## config.mk

```make
export PLATFORM = sky130hd
export DESIGN_NAME = syscall_unit
export DESIGN_NICKNAME = d
export VERILOG_FILES = /design/src/rtl/syscall_unit.sv
export SDC_FILE = /design/constraint.sdc
export NUM_CORES = 1
export LEC_CHECK = 0
export ABC_AREA = 0
export CORE_UTILIZATION = 35
export CTS_CLUSTER_SIZE = 25
export DETAILED_ROUTE_END_ITERATION = 12
export PLACE_DENSITY_LB_ADDON = 0.1
export SETUP_SLACK_MARGIN = 0.1
export SLEW_MARGIN = 5
export SYNTH_ARGS = -nofsm -noshare
export SYNTH_HDL_FRONTEND = slang
export SYNTH_SLANG_ARGS = --single-unit
export TNS_END_PERCENT = 1
```

## constraint.sdc

```tcl
create_clock -name clk -period 7.28 [get_ports clk]
set_input_delay 2.184 -clock clk [delete_from_list [all_inputs] [get_ports clk]]
set_output_delay 2.184 -clock clk [all_outputs]
set_load 0.03 [all_outputs]
```

## src/rtl/syscall_unit.sv

```systemverilog
// syscall_unit: syscall service unit that sits beside the MIPS execute stage.
//
// Decodes the syscall code on v0 while syscall_valid is high and stalls the
// pipeline until the request is serviced. Print requests (int / char) are
// queued into a first-word fall-through FIFO for a host or console consumer.
// Exit requests latch an exit status, wait for the FIFO to drain and then halt
// permanently until reset. Saturating cycle and retired-instruction counters
// run while the unit is not halted.
//
// Optional build macro: SYSCALL_TRACE_EN (simulation only). When defined, each
// push is echoed with $display and entering HALTED prints a run summary and
// calls $finish. Port behaviour is identical with or without the macro.
//
// Ports:
//   clk, rst          clock, synchronous active-high reset
//   syscall_valid     syscall in execute; held until syscall_ack
//   v0, a0            syscall code and argument
//   inst_retire       one instruction retires this cycle
//   stall             pipeline hold request
//   syscall_ack       one-cycle pulse, request serviced (never for exits)
//   out_valid/ready   FIFO head handshake
//   out_kind/data     FIFO head: kind 0 = integer, 1 = character
//   halted            program has exited
//   exit_code         latched exit status
//   err_unknown       sticky unsupported-code flag
//   cycle_count       non-halted cycles since reset (saturating)
//   inst_count        retired instructions since reset (saturating)

module syscall_unit #(
  parameter int unsigned DATA_W     = 32,
  parameter int unsigned CNT_W      = 48,
  parameter int unsigned FIFO_DEPTH = 8
) (
  input  logic              clk,
  input  logic              rst,
  input  logic              syscall_valid,
  input  logic [DATA_W-1:0] v0,
  input  logic [DATA_W-1:0] a0,
  input  logic              inst_retire,
  output logic              stall,
  output logic              syscall_ack,
  output logic              out_valid,
  input  logic              out_ready,
  output logic [1:0]        out_kind,
  output logic [DATA_W-1:0] out_data,
  output logic              halted,
  output logic [DATA_W-1:0] exit_code,
  output logic              err_unknown,
  output logic [CNT_W-1:0]  cycle_count,
  output logic [CNT_W-1:0]  inst_count
);

  localparam int unsigned AW = (FIFO_DEPTH > 1) ? $clog2(FIFO_DEPTH) : 1;
  localparam logic [AW:0] FullCount = (AW + 1)'(FIFO_DEPTH);

  localparam logic [DATA_W-1:0] CodePrintInt  = DATA_W'(1);
  localparam logic [DATA_W-1:0] CodeExit      = DATA_W'(10);
  localparam logic [DATA_W-1:0] CodePrintChar = DATA_W'(11);
  localparam logic [DATA_W-1:0] CodeExit2     = DATA_W'(17);

  localparam logic [1:0] KindInt  = 2'd0;
  localparam logic [1:0] KindChar = 2'd1;

  typedef enum logic [1:0] {
    StIdle,
    StAck,
    StDrain,
    StHalted
  } state_e;

  state_e state;

  // ---------------------------------------------------------------------------
  // Request decode
  // ---------------------------------------------------------------------------
  logic              is_print_int;
  logic              is_print_char;
  logic              is_print;
  logic              is_exit;
  logic [1:0]        push_kind;
  logic [DATA_W-1:0] push_data;

  always_comb begin
    is_print_int  = (v0 == CodePrintInt);
    is_print_char = (v0 == CodePrintChar);
    is_print      = is_print_int || is_print_char;
    is_exit       = (v0 == CodeExit) || (v0 == CodeExit2);
    push_kind     = is_print_char ? KindChar : KindInt;
    push_data     = is_print_char ? DATA_W'(a0[7:0]) : a0;
  end

  // ---------------------------------------------------------------------------
  // Print FIFO (first-word fall-through)
  // ---------------------------------------------------------------------------
  logic [DATA_W-1:0] mem_data [FIFO_DEPTH];
  logic [1:0]        mem_kind [FIFO_DEPTH];
  logic [AW-1:0]     wr_ptr;
  logic [AW-1:0]     rd_ptr;
  logic [AW:0]       count;
  logic              fifo_empty;
  logic              fifo_full;
  logic              push;
  logic              pop;

  always_comb begin
    fifo_empty = (count == '0);
    // Full comes straight from the occupancy register, so a push while full is
    // refused even if the head pops in the same cycle; the request retries.
    fifo_full  = (count == FullCount);
    push       = (state == StIdle) && syscall_valid && is_print && !fifo_full;
    pop        = !fifo_empty && out_ready;
  end

  always_ff @(posedge clk) begin
    if (rst) begin
      wr_ptr <= '0;
      rd_ptr <= '0;
      count  <= '0;
    end else begin
      if (push) begin
        wr_ptr <= wr_ptr + AW'(1);
      end
      if (pop) begin
        rd_ptr <= rd_ptr + AW'(1);
      end
      unique case ({push, pop})
        2'b10:   count <= count + (AW + 1)'(1);
        2'b01:   count <= count - (AW + 1)'(1);
        default: count <= count;
      endcase
    end
  end

  // Storage needs no reset; the head is masked while the FIFO is empty.
  always_ff @(posedge clk) begin
    if (push) begin
      mem_data[wr_ptr] <= push_data;
      mem_kind[wr_ptr] <= push_kind;
    end
  end

  always_comb begin
    out_valid = !fifo_empty;
    out_kind  = fifo_empty ? 2'd0 : mem_kind[rd_ptr];
    out_data  = fifo_empty ? '0 : mem_data[rd_ptr];
  end

  // ---------------------------------------------------------------------------
  // Control FSM with registered outputs
  // ---------------------------------------------------------------------------
  always_ff @(posedge clk) begin
    if (rst) begin
      state       <= StIdle;
      syscall_ack <= 1'b0;
      halted      <= 1'b0;
      exit_code   <= '0;
      err_unknown <= 1'b0;
    end else begin
      syscall_ack <= 1'b0;
      unique case (state)
        StIdle: begin
          if (syscall_valid) begin
            if (is_exit) begin
              exit_code <= (v0 == CodeExit2) ? a0 : '0;
              state     <= StDrain;
            end else if (is_print) begin
              // A full FIFO keeps the request waiting here with stall high.
              if (!fifo_full) begin
                state       <= StAck;
                syscall_ack <= 1'b1;
              end
            end else begin
              err_unknown <= 1'b1;
              state       <= StAck;
              syscall_ack <= 1'b1;
            end
          end
        end
        // syscall_valid is still high here; ignoring it avoids double service.
        StAck: begin
          state <= StIdle;
        end
        StDrain: begin
          if (fifo_empty) begin
            state  <= StHalted;
            halted <= 1'b1;
          end
        end
        StHalted: begin
          state <= StHalted;
        end
        default: begin
          state <= StIdle;
        end
      endcase
    end
  end

  always_comb begin
    stall = (syscall_valid && (state == StIdle)) || (state == StDrain) ||
            (state == StHalted);
  end

  // ---------------------------------------------------------------------------
  // Performance counters (saturating, frozen once halted)
  // ---------------------------------------------------------------------------
  always_ff @(posedge clk) begin
    if (rst) begin
      cycle_count <= '0;
      inst_count  <= '0;
    end else if (state != StHalted) begin
      if (cycle_count != '1) begin
        cycle_count <= cycle_count + CNT_W'(1);
      end
      if (inst_retire && (inst_count != '1)) begin
        inst_count <= inst_count + CNT_W'(1);
      end
    end
  end

  // ---------------------------------------------------------------------------
  // Simulation trace
  // ---------------------------------------------------------------------------
`ifdef SYSCALL_TRACE_EN
  logic trace_done;

  always_ff @(posedge clk) begin
    if (rst) begin
      trace_done <= 1'b0;
    end else begin
      if (push) begin
        if (push_kind == KindChar) begin
          $display("%c", a0[7:0]);
        end else begin
          $display("a0 = %0d", $signed(a0));
        end
      end
      if ((state == StHalted) && !trace_done) begin
        trace_done <= 1'b1;
        $display("exit_code = %0d, cycles = %0d, insts = %0d, insts/clock = %0d",
                 exit_code, cycle_count, inst_count,
                 (cycle_count == '0) ? '0 : (inst_count / cycle_count));
        $finish;
      end
    end
  end
`else
  // Synthesizable build: no trace logic.
`endif

endmodule

```

==> run summary <==
The flow ran to the end, and the final reports show no timing, DRC or antenna violations. The die is 221.8 um tall. The largest fanout on the critical path was 3; the number of hold violations in the final report was 0. In the routed design, unresolved DRC markers number 0. Using the TritonRoute via totals, the vias-per-cell ratio works out to 5.137.

The instance area at placement was 0.01996 mm2. In the detailed route, the total length drawn on met2 is 19.98 mm. Horizontal extent of the die: 221.8 um. Summed over all layers, the routed wires come to 41.85 mm. The post-synth design cell area came out at 0.01691 mm2.

Sorting the synthesized cells by area gives the leading types as sky130_fd_sc_hd__edfxtp_1 (47%), sky130_fd_sc_hd__dfxtp_1 (17%), sky130_fd_sc_hd__mux4_2 (8.8%). After detailed routing, no signal wire sits above met4. The signal on the critical path passes through clkdlybuf4s50_1 > nor2b_1 > nor2_1 > inv_1 > clkdlybuf4s50_1. The number of nets produced by synthesis was 1,331. Among the stages of the critical path, the cell type that occurs most often is sky130_fd_sc_hd__clkdlybuf4s50_1. The ratio of final minimum period to clock period works out to 0.8006. Clock root buffer: sky130_fd_sc_hd__clkbuf_16.

The number of hold buffers added after CTS came out at 0. The cell with the most instances after synthesis was sky130_fd_sc_hd__edfxtp_1. Top-level I/O count: 236. The growth of design area from synthesis to finish was 27.20%; the placement row count was 80. The tools report the final count of pins violating max slew as 0.

Routability-driven placement finished with a final weighted congestion of 0.7591. The run gives 0 ns as the setup TNS. The tools report the H-tree level count as 2. Grouping stages by cell kind, the critical path spends the most delay in buffers and inverters. The number of synthesized flops with an enable pin is 264, and the placed instance count is 2,050. The finished cells cover 0.02152 mm2.

For the share of synthesized area occupied by flip-flops and latches, the log shows 0.6415. Among all stages on the critical path, the largest delay is contributed by sky130_fd_sc_hd__clkdlybuf4s50_1. Static timing analysis puts the maximum clock frequency at 171.6 MHz. Share of final-layout standard cells stronger than drive strength 1: 0.1170.

Buffers inserted during clock tree synthesis total 47. Across all layers, the routed design uses 10,980 vias. The tools report the wire length of the first global-routing pass as 65.57 mm.

After legalization and detailed placement, the total HPWL measured 25.99 mm. The final non-filler cell total came out at 2,137. No sink is reached through more buffers than the 3 on the longest clock path.

The clock reaches the later pin of the worst-skew pair after 0.57 ns. Synthesis inferred 410 register bits. The async set or reset register ratio after synthesis was 0. Sorting the synthesized cells by how often they occur yields sky130_fd_sc_hd__edfxtp_1 (264), sky130_fd_sc_hd__nor2_1 (163), sky130_fd_sc_hd__dfxtp_1 (146).

Setup repair after global routing left no endpoint under its margin. TritonCTS built the clock tree. The run gives 0.1706 as the overall routing resource usage. The classification of the worst setup path is in -> out.

In this run the static leakage power is 6.756 nW. The tools report the hold slack as 0.4989 ns. For this block, wires on met1 add up to 18.55 mm. The number of library cell types mapped by synthesis was 47; the number of buffer and inverter instances along the worst setup path was 3. The worst hold path belongs to the class reg -> reg. At the placement stage, the worst setup path has a slack of 1.406 ns.

Averaged over all synthesized cells, the footprint is 13.48 um2. The combinational share of power is 0.023. After clock tree synthesis, the clock-pin slew on the worst setup and hold paths is 0.06 ns. Setup violations remaining at the end of the flow were counted as 0. The via count of the first global-routing pass came out at 11,100. The routed wire length per instance was 19.58 um. The worst setup margin is 1.452 ns, and the count of buffers added by post-CTS timing repair for setup is 0. The fraction of power spent switching nets is 0.2080, and the cell count after synthesis is 1,255.

Clock skew on the completed layout was measured at 0.02226 ns. The logs give 3.940 mW for the internal power and 0.01086 mm2 for the sequential cell area. The layout has 4,369 filler cells. The minimum clock period after layout is 5.828 ns, and the headroom to the max-slew limit is 0.1646. The largest single stage delay on the critical path is 0.67 ns.

After detailed routing, the met3 layer carries 2.574 mm of wire. The top-area cell type share of the netlist area works out to 0.4687. Entering global routing, the biggest net connects 76 pins. Post-CTS repair changed the size of 0 cells. In the synthesized netlist the dominant register cell turns out to be sky130_fd_sc_hd__edfxtp_1. The number of DRC violations after detailed-routing iteration 0 is 625, and the total grt overflow is 0. The repair_antennas step left the layout with diodes totalling 0.

Once detail routing completed, the nets flagged for antenna violations numbered 0. In this run the standard cell core region covers 0.04775 mm2. The worst setup path is launched from a primary input. The floorplan step defined a die boundary enclosing 0.04921 mm2. The proportion of power drawn by flip-flops and latches was 0.498; the multi-input logic area was 0.005837 mm2.

Yosys printed 0 warnings. The transition time at the pin with the least slew margin was 1.250 ns. Starting density of the core: 0.3543. Critical path capture point type: a primary output. Clock network fraction of design power: 0.479.

At the worst endpoint, the required time is 5.10 ns. VDD sags by at most 0.0001872 V. The total number of nets in the final design is 1,560, and the iteration count of the initial detailed-routing pass is 4.

For the worst setup path, the data arrival time is 3.64 ns. The number of sinks driven by the clock tree came out at 410. Across the run, the number of max-cap violations was 0. Number of antenna violations at the first check in global routing: 0.

The switching power summed over all nets is 1.035 mW. Largest area contributor in the synthesized netlist: sky130_fd_sc_hd__edfxtp_1. In this run the tool buffered the top-level ports with 234 buffer cells. The power density over cell area was 231.2 mW/mm2.
==> sequential cells by signal (all words and copies together) (netlist names), named ones only <==
register and cells:
mem_data 256, cycle_count 48, inst_count 48, exit_code 32, mem_kind 8, count 4, rd_ptr 3, wr_ptr 3
state 2, err_unknown 1, halted 1, syscall_ack 1
==> power groups by stage <==
stage / registers, mW / clock network, mW / logic, mW
2_1_floorplan: 2.53 / 0 / 0.0378
4_1_cts: 2.48 / 2.46 / 0.116
5_1_grt: 2.48 / 2.54 / 0.124
3_5_place_dp: 2.53 / 0 / 0.115
3_3_place_gp: 2.53 / 0 / 0.115
6_report: 2.48 / 2.38 / 0.114
==> per-stage QoR <==
| step | power (mW) | util |
|---|---|---|
| final | 4.975 | 0.4506 |
| after global routing | 5.137 | 0.4506 |
| after CTS | 5.053 | 0.4506 |
| after detailed placement | 2.642 | 0.4180 |
| after global placement | 2.641 | 0.4180 |
| after floorplan | 2.571 | - |
==> routing by layer <==
layer / global-route usage / vias to the layer above
met5: 0 / -
met4: 0.04413 / 0
met3: 0.04625 / 55
met2: 0.2820 / 259
met1: 0.2209 / 5433
li1: - / 5230
==> cell usage in the layout (no fill, tap or decap), types with 9 or more instances in the layout <==
master and count:
sky130_fd_sc_hd__xor2_1 52, sky130_fd_sc_hd__nor3_1 14, sky130_fd_sc_hd__inv_1 9, sky130_fd_sc_hd__nor2_1 157, sky130_fd_sc_hd__buf_4 14, sky130_fd_sc_hd__a22oi_1 32
sky130_fd_sc_hd__mux4_2 66, sky130_fd_sc_hd__nor4_1 17, sky130_fd_sc_hd__nand4_1 41, sky130_fd_sc_hd__clkbuf_16 48, sky130_fd_sc_hd__nand2_1 37, sky130_fd_sc_hd__and4_1 21
sky130_fd_sc_hd__nor2b_1 37, sky130_fd_sc_hd__and2_1 10, sky130_fd_sc_hd__a21oi_1 36, sky130_fd_sc_hd__dfxtp_1 143, sky130_fd_sc_hd__clkdlybuf4s50_1 233, sky130_fd_sc_hd__and3_1 21
sky130_fd_sc_hd__o21ai_0 28, sky130_fd_sc_hd__clkbuf_1 13, sky130_fd_sc_hd__or3_1 32, sky130_fd_sc_hd__xnor2_1 17, sky130_fd_sc_hd__mux2i_1 37, sky130_fd_sc_hd__edfxtp_1 264
sky130_fd_sc_hd__nand3_1 44
==> area by class of cell <==
class,count,area share
Sequential cell,410,0.5047
Multi-Input combinational cell,768,0.2713
Timing Repair Buffer,248,0.1142
Clock buffer,63,0.05937
Tap cell,615,0.03576
Clock inverter,24,0.01308
Inverter,9,0.001570
==> cells by family (layout without fill, tap and decap cells) <==
| logic type | count (synthesis) | count (layout) | share of synthesized area |
|---|---|---|---|
| mux | 107 | 107 | 0.1124 |
| flops | 410 | 410 | 0.6415 |
| other cells | 1 | 1 | 0.0002217 |
| xor+xnor | 69 | 69 | 0.03573 |
| compound gates | 118 | 118 | 0.04327 |
| buf+inv | 77 | 344 | 0.01753 |
| simple gates | 466 | 466 | 0.1442 |
| fa+ha+maj | 7 | 7 | 0.005178 |
==> final timing paths <==
kind,from,to,slack [ns],depth (start not counted)
max,syscall_valid,stall,1.45,5
min,wr_ptr[2],wr_ptr[2],0.50,2
max reg2reg,inst_count[26],inst_count[41],3.98,7
min reg2reg,wr_ptr[2],wr_ptr[2],0.50,2
==> worst register-to-register path, cell delays in order (launching register included) <==
cell                      delay (ns)
sky130_fd_sc_hd__dfxtp_1        0.43
sky130_fd_sc_hd__nand4_1        0.27
sky130_fd_sc_hd__nor4_1         0.46
sky130_fd_sc_hd__nand3_1        0.53
sky130_fd_sc_hd__o21ai_2        0.78
sky130_fd_sc_hd__buf_4          0.35
sky130_fd_sc_hd__nor4_1         0.10
sky130_fd_sc_hd__mux2_2         0.28
Note: power is estimated with default switching activity, not from simulation.
